`config.mk`:
```
export PLATFORM = sky130hd
export DESIGN_NAME = ptw_ctrl
export DESIGN_NICKNAME = d
export VERILOG_FILES = /design/src/rtl/ptw_ctrl.sv
export SDC_FILE = /design/constraint.sdc
export NUM_CORES = 1
export LEC_CHECK = 0
export CAP_MARGIN = 25
export CORE_UTILIZATION = 40
export DETAILED_ROUTE_END_ITERATION = 12
export PLACE_DENSITY = 0.75
export RECOVER_POWER = 50
export SYNTH_ARGS = -nofsm -noshare
export SYNTH_HDL_FRONTEND = slang
export SYNTH_SLANG_ARGS = --single-unit
```
`constraint.sdc`:
```
create_clock -name clk_i -period 4.68 [get_ports clk_i]
set_clock_uncertainty 0.1 [all_clocks]
set_input_delay 0.936 -clock clk_i [delete_from_list [all_inputs] [get_ports clk_i]]
set_output_delay 0.936 -clock clk_i [all_outputs]
set_load 0.05 [all_outputs]
```
`src/rtl/ptw_ctrl.sv`:
```
// Page-table-walk controller: round-robin ITLB/DTLB miss arbitration, one PTE read per walk, TLB refill or fault report.
// Latency: miss to mem_req_o 1 cycle, rvalid to refill/done 1 cycle; mem_req_o/mem_addr_o held until mem_gnt_i.
module ptw_ctrl #(
  parameter int VPN_WIDTH  = 20,
  parameter int PPN_WIDTH  = 20,
  parameter int ADDR_WIDTH = 32
) (
  input  logic                  clk_i,
  input  logic                  rst_i,
  input  logic                  flush_i,
  input  logic [ADDR_WIDTH-1:0] ptbr_i,
  input  logic                  itlb_miss_i,
  input  logic [VPN_WIDTH-1:0]  itlb_vpn_i,
  input  logic                  dtlb_miss_i,
  input  logic [VPN_WIDTH-1:0]  dtlb_vpn_i,
  output logic                  mem_req_o,
  output logic [ADDR_WIDTH-1:0] mem_addr_o,
  input  logic                  mem_gnt_i,
  input  logic                  mem_rvalid_i,
  input  logic [31:0]           mem_rdata_i,
  output logic                  itlb_wr_en_o,
  output logic                  dtlb_wr_en_o,
  output logic [VPN_WIDTH-1:0]  tlb_vpn_o,
  output logic [PPN_WIDTH-1:0]  tlb_ppn_o,
  output logic                  itlb_done_o,
  output logic                  dtlb_done_o,
  output logic                  fault_o,
  output logic                  busy_o
);

  typedef enum logic [2:0] {IDLE, REQ, WAIT, FILL, DRAIN} state_t;

  state_t                  state;
  logic                    prio;      // 0: ITLB wins a tie, 1: DTLB wins a tie
  logic                    owner;     // 0: ITLB, 1: DTLB
  logic [VPN_WIDTH-1:0]    vpn_q;
  logic [ADDR_WIDTH-1:0]   addr_q;
  logic                    req_q;
  logic                    wr_q;
  logic                    idone_q;
  logic                    ddone_q;
  logic                    fault_q;
  logic [VPN_WIDTH-1:0]    fill_vpn_q;
  logic [PPN_WIDTH-1:0]    fill_ppn_q;

  logic                    grant;
  logic [VPN_WIDTH-1:0]    sel_vpn;
  logic [ADDR_WIDTH-1:0]   sel_addr;
  logic                    unused_pte;

  assign grant      = (itlb_miss_i && dtlb_miss_i) ? prio : dtlb_miss_i;
  assign sel_vpn    = grant ? dtlb_vpn_i : itlb_vpn_i;
  assign sel_addr   = ptbr_i + ADDR_WIDTH'({sel_vpn, 2'b00});
  assign unused_pte = ^mem_rdata_i[11:1];

  always_ff @(posedge clk_i) begin
    if (rst_i) begin
      state      <= IDLE;
      prio       <= 1'b0;
      owner      <= 1'b0;
      vpn_q      <= '0;
      addr_q     <= '0;
      req_q      <= 1'b0;
      wr_q       <= 1'b0;
      idone_q    <= 1'b0;
      ddone_q    <= 1'b0;
      fault_q    <= 1'b0;
      fill_vpn_q <= '0;
      fill_ppn_q <= '0;
    end else begin
      // refill/done outputs are single-cycle pulses
      wr_q       <= 1'b0;
      idone_q    <= 1'b0;
      ddone_q    <= 1'b0;
      fault_q    <= 1'b0;
      fill_vpn_q <= '0;
      fill_ppn_q <= '0;
      case (state)
        IDLE: begin
          if ((itlb_miss_i || dtlb_miss_i) && !flush_i) begin
            owner  <= grant;
            prio   <= ~grant;
            vpn_q  <= sel_vpn;
            addr_q <= sel_addr;
            req_q  <= 1'b1;
            state  <= REQ;
          end
        end
        REQ: begin
          if (mem_gnt_i) begin
            req_q <= 1'b0;
            state <= flush_i ? DRAIN : WAIT;
          end else if (flush_i) begin
            req_q <= 1'b0;
            state <= IDLE;
          end
        end
        WAIT: begin
          if (mem_rvalid_i) begin
            if (flush_i) begin
              state <= IDLE;
            end else begin
              state   <= FILL;
              idone_q <= ~owner;
              ddone_q <= owner;
              fault_q <= ~mem_rdata_i[0];
              wr_q    <= mem_rdata_i[0];
              if (mem_rdata_i[0]) begin
                fill_vpn_q <= vpn_q;
                fill_ppn_q <= mem_rdata_i[12 +: PPN_WIDTH];
              end
            end
          end else if (flush_i) begin
            state <= DRAIN;
          end
        end
        FILL:    state <= IDLE;
        DRAIN:   if (mem_rvalid_i) state <= IDLE;
        default: state <= IDLE;
      endcase
    end
  end

  // A flush landing in the fill cycle still reports done but must not write the TLB.
  logic wr_ok;
  assign wr_ok        = wr_q && !flush_i;
  assign itlb_wr_en_o = wr_ok && !owner;
  assign dtlb_wr_en_o = wr_ok && owner;
  assign tlb_vpn_o    = wr_ok ? fill_vpn_q : '0;
  assign tlb_ppn_o    = wr_ok ? fill_ppn_q : '0;
  assign itlb_done_o  = idone_q;
  assign dtlb_done_o  = ddone_q;
  assign fault_o      = fault_q;
  assign mem_req_o    = req_q;
  assign mem_addr_o   = req_q ? addr_q : '0;
  assign busy_o       = (state != IDLE);

endmodule
```
# Yosys cells after proc, flatten, opt, wreduce, memory -nomap -nowiden
# Index checks and enable logic that the tools add are counted.
# word_totals
register_bits,102
in_bits,111
out_inout_bits,79
word_cells,59
# classes
add_sub_neg,1
eq_ne,7
muxes,18
bitwise,5
n_reduce_logical,16
# ops
operator,count
two-way mux 20 bit,3
adder 32 x 22 -> 32 bit,1
two-way mux 32 bit,1
two-way mux 3 bit,7
case mux 3 bit (4 select lines),1
"!= test 3 bit, second input constant",2
logical AND 1 bit,5
inverter 1 bit,5
OR reduction 5 bit,1
two-way mux 1 bit,4
"!= test 2 bit, second input constant",2
AND reduction 4 bit,1
OR reduction 4 bit,1
"== test 3 x 1 -> 1 bit, second input constant",1
"== test 3 x 2 -> 1 bit, second input constant",1
"== test 3 bit, second input constant",1
zero test 3 bit,1
AND reduction 3 bit,1
nonzero test 3 bit,1
zero test 1 bit,2
two-way mux 2 bit,1
case mux 1 bit (2 select lines),1
AND reduction 2 bit,1
nonzero test 2 bit,1
logical OR 1 bit,1

# Logic depth before layout (Yosys ltp)
# depth
word_depth,4
depth_mapped,15
ltp_nobuf,14

# Worst setup path before layout
# Ideal clock, no wire load.
# synth_timing
path_kind,input -> register
start,in itlb_miss_i
end,reg addr_q[28]
setup_time_ns,0.088
t_arrival_ns,3.771
t_required_ns,4.492
slack_ns,0.720
stages,13
n_path_buf,1
cell_sequence,inv_1 o21ai_0 clkbuf_1 mux2_2 ha_1 nand2_2 nor2_4 nand3_2 or3_1 o221ai_2 a32oi_2 or3_1 a311oi_2
# synth_between
elab_chain_cells,4
elab_cells_between_ends,7
classes_between,add/sub (1); mux (2); reduce/logical (4)
# synth_lines
element,line_no,source
from (decl),12,"input logic itlb_miss_i,"
logical AND 1 bit,51,assign grant = (itlb_miss_i && dtlb_miss_i) ? prio : dtlb_miss_i;
two-way mux 1 bit,51,
two-way mux 20 bit,52,assign sel_vpn = grant ? dtlb_vpn_i : itlb_vpn_i;
named net sel_vpn[13],47,logic [VPN_WIDTH-1:0] sel_vpn;
adder 32 x 22 -> 32 bit,53,"assign sel_addr = ptbr_i + ADDR_WIDTH'({sel_vpn, 2'b00});"
to (signal assigned),84,addr_q <= sel_addr;
to (decl),37,logic [ADDR_WIDTH-1:0] addr_q;
# The timed path passes the listed nets, and every way through them passes these cells.
# A chain may end at the register's enable or synchronous reset.

# Final worst setup path
# layout_timing
start,in itlb_miss_i
end,reg addr_q[25]
# Same word-level chain as after synthesis.

==> results.md <==
* DRC Markers at 0
* CP max stage cell: clkdlybuf4s50_1
* Diode count at 0
* I/O Buffers at 178
* Worst setup EP type: flop
* DRT antenna net count at 0
* Drt first pass iters at 5
* Tmin final at 4.20 ns
* Routed wire per std cell at 15.3 um
* Largest net degree at the start of global routing at 48
* Fraction of layout cells with a size suffix above 1 at 6.89%
* Num ports at 190
* Worst Hold Launch: addr_q[7]$_SDFFE_PP0P_
* Starting Density at 41.4%
* Vias in the first global route at 4686
* Fillers at 1120
* Dpl cells at 953
* XOR/XNOR Fraction of Synth Area at 3.65%
* Die Height at 117 um
* Slew HR at -42.4%
* Worst r2r src: prio$_SDFFE_PP0P_
* Via density at 5.13
* Die W at 117 um
* Post-synthesis mux area share at 4.43%
* Post-Syn Area at 5280 um^2
* Total wire length at 14.8 mm
* Pleak at 3.06 nW
* Seq/Total Area, Yosys at 38.6%
* Critical Path AT at 4.33 ns
* Core region area at 12800 um^2
* Die Area at 13700 um^2
* Layout Cells excl Fill at 970
* Post-synth net total at 770
* Initial antenna violation count at 0
* Largest family of logic cells by synthesized area: simple AND/OR/NAND/NOR gates
* Number of flops mapped to enable cells by yosys at 0
* Yosys warns at 0
* First-pass GRT wire length at 22.9 mm
* CTS Buffer Depth at 2
* Final Max Slew Viols at 78
* Post-route clock period utilization at 89.8%
* CTS clock-pin slew for the worst setup and hold paths at 0.08 ns
* Setup tns final at 0 ns
* Delay-heaviest family, CP: compound AO/OA/AOI/OAI gates
* CTS Hold Bufs at 0
* Worst Setup SP: itlb_miss_i
* Unrepaired setup endpoints after global routing: no
* Status: finished with violations
* Gpl congestion at 0.984
* Synth unique cells at 55
* Startpoint class of the critical path: input pin
* CTS tree: done
* Post-synthesis compound-gate area fraction at 12.5%
* Site row count at 41
* Top FF cell, synth: dfxtp_1
* Vias post-DR at 4973
* CP max FO at 18
* Worst Path Required at 4.81 ns
* Synthesized instance count at 637
* Commonest non-fill, non-tap cell in the layout: clkdlybuf4s50_1
* Max Cap Viol at 2
* Num CTS Buffers at 9
* DP Wirelength at 11.2 mm
* FF+latch count, synth at 102
* Pwr dens at 296 nW/um^2
* Post-CTS Setup Repair Bufs at 0
* Syn_area_per_cell at 8.29 um^2
* Hold WC Path Type: reg -> reg
* Final hold violations at 0
* Max VDD drop at 0.163 mV
* Setup CP Type: in -> reg
* Fmax at 0.238 GHz
* Cell Chain, Critical Path: clkdlybuf4s50_1 -> inv_1 -> o21ai_2 -> buf_12 -> mux2_2 -> ha_1 -> a21o_1 -> a211oi_1 -> o21ai_1 -> a21boi_1 -> a31oi_1 -> a41oi_2 -> nor2_1 -> a2111oi_1
* Starting DRT DRC Count at 295
* CTS root buf: clkbuf_16
* Nets at 926
* Total track usage at 21.8%
* Gr ovfl total at 0
* Area Overhead vs Synth at 41.1%
* Final setup violation count at 0
* Adder-cell area share of the yosys netlist at 5.35%
* Post-Synth Simple-Gate Area at 30.9%
* Failing checks: capacitance limit, slew limit
* Htree depth at 3
* Commonest non-fill, non-tap cells in the layout: 164 x clkdlybuf4s50_1, 102 x dfxtp_1, 77 x nor2_1
* Worst skew pair latency at 0.34 ns
* CP peak stage delay at 0.49 ns
* Cts repair resizes at 0
* CP bufs+invs at 3
* Worst-margin pin slew at 2.13 ns
* CTS Sinks at 102
* Ys async rst share at 0%
==> state kept, by name, indices dropped and copies added (netlist names), 3 cells and up <==
name,count
fill_vpn_q,20
vpn_q,20
fill_ppn_q,20
addr_q,32
state,3
==> cells in the mapped netlist (all sizes together), types with 4 or more instances <==
| cell type | count | area share (%) |
|---|---|---|
| a211oi | 12 | 1.7 |
| a21o | 9 | 1.3 |
| a21oi | 42 | 4.0 |
| a31oi | 4 | 0.47 |
| and2 | 77 | 9.1 |
| and3 | 42 | 5.0 |
| buf | 4 | 0.88 |
| clkbuf | 37 | 3.1 |
| dfxtp | 102 | 39 |
| ha | 21 | 5.0 |
| inv | 8 | 0.57 |
| mux2 | 19 | 4.0 |
| nand2 | 59 | 4.2 |
| nand3 | 13 | 1.3 |
| nand4 | 5 | 0.59 |
| nor2 | 78 | 5.7 |
| nor2b | 8 | 0.95 |
| nor3 | 24 | 2.3 |
| o21ai | 16 | 1.5 |
| xnor2 | 8 | 1.3 |
| xor2 | 14 | 2.3 |
==> area by class of cell <==
| cell class | count | area [um^2] | share of cell area [%] |
|---|---|---|---|
| multi-input cells | 486 | 3010 | 40.4 |
| inverters | 8 | 30.0 | 0.403 |
| repair buffers | 186 | 1880 | 25.2 |
| flip-flops and latches | 102 | 2040 | 27.4 |
| clock buffers | 9 | 225 | 3.02 |
| clock inverters | 7 | 57.6 | 0.772 |
| well taps | 172 | 215 | 2.89 |
==> worst paths after layout <==
kind	endpoint	slack [ns]	depth (start not counted)
max reg2reg	addr_q[25]$_SDFFE_PP0P_	1.24	12
min	addr_q[7]$_SDFFE_PP0P_	0.35	2
min reg2reg	addr_q[7]$_SDFFE_PP0P_	0.35	2
max	addr_q[25]$_SDFFE_PP0P_	0.48	14
==> stage by stage <==
step                total power [mW]  hold slack [ns]  utilization, %  setup WS (ns)  area [um^2]
floorplan                       1.32            0.327               -          0.720         5280
global placement                1.50            0.337            56.1          0.229         7160
detailed placement              1.51            0.342            56.1          0.149         7160
CTS                             2.22            0.352            58.3          0.515         7450
global route                    2.32            0.370            58.4          0.200         7450
finish                          2.21            0.348            58.4          0.477         7450
==> power breakdown <==
part	internal, mW	switching [mW]
Sequential	0.917	0.0311
Combinational	0.247	0.303
Clock	0.367	0.342
Total	1.53	0.675
==> worst min-delay path: cells and delay by family (launching register included) <==
family           cells  cell delay [ns]
flip-flops           1             0.31
AO/OA/AOI/OAI        1             0.05
AND/OR/NAND/NOR      1             0.05
==> kinds of logic after synthesis <==
family	after synthesis
compound gates	103
xor+xnor	22
fa+ha+maj	22
buf+inv	49
flops	102
mux	21
simple gates	318
==> routing by layer <==
| metal | wire length, um | track usage [%] |
|---|---|---|
| met2 | 7150 | 37.5 |
| met4 | 165 | 6.50 |
| met3 | 970 | 4.48 |
| met5 | 0 | 0 |
| met1 | 6560 | 27.5 |
Note: power is estimated with default switching activity, not from simulation.
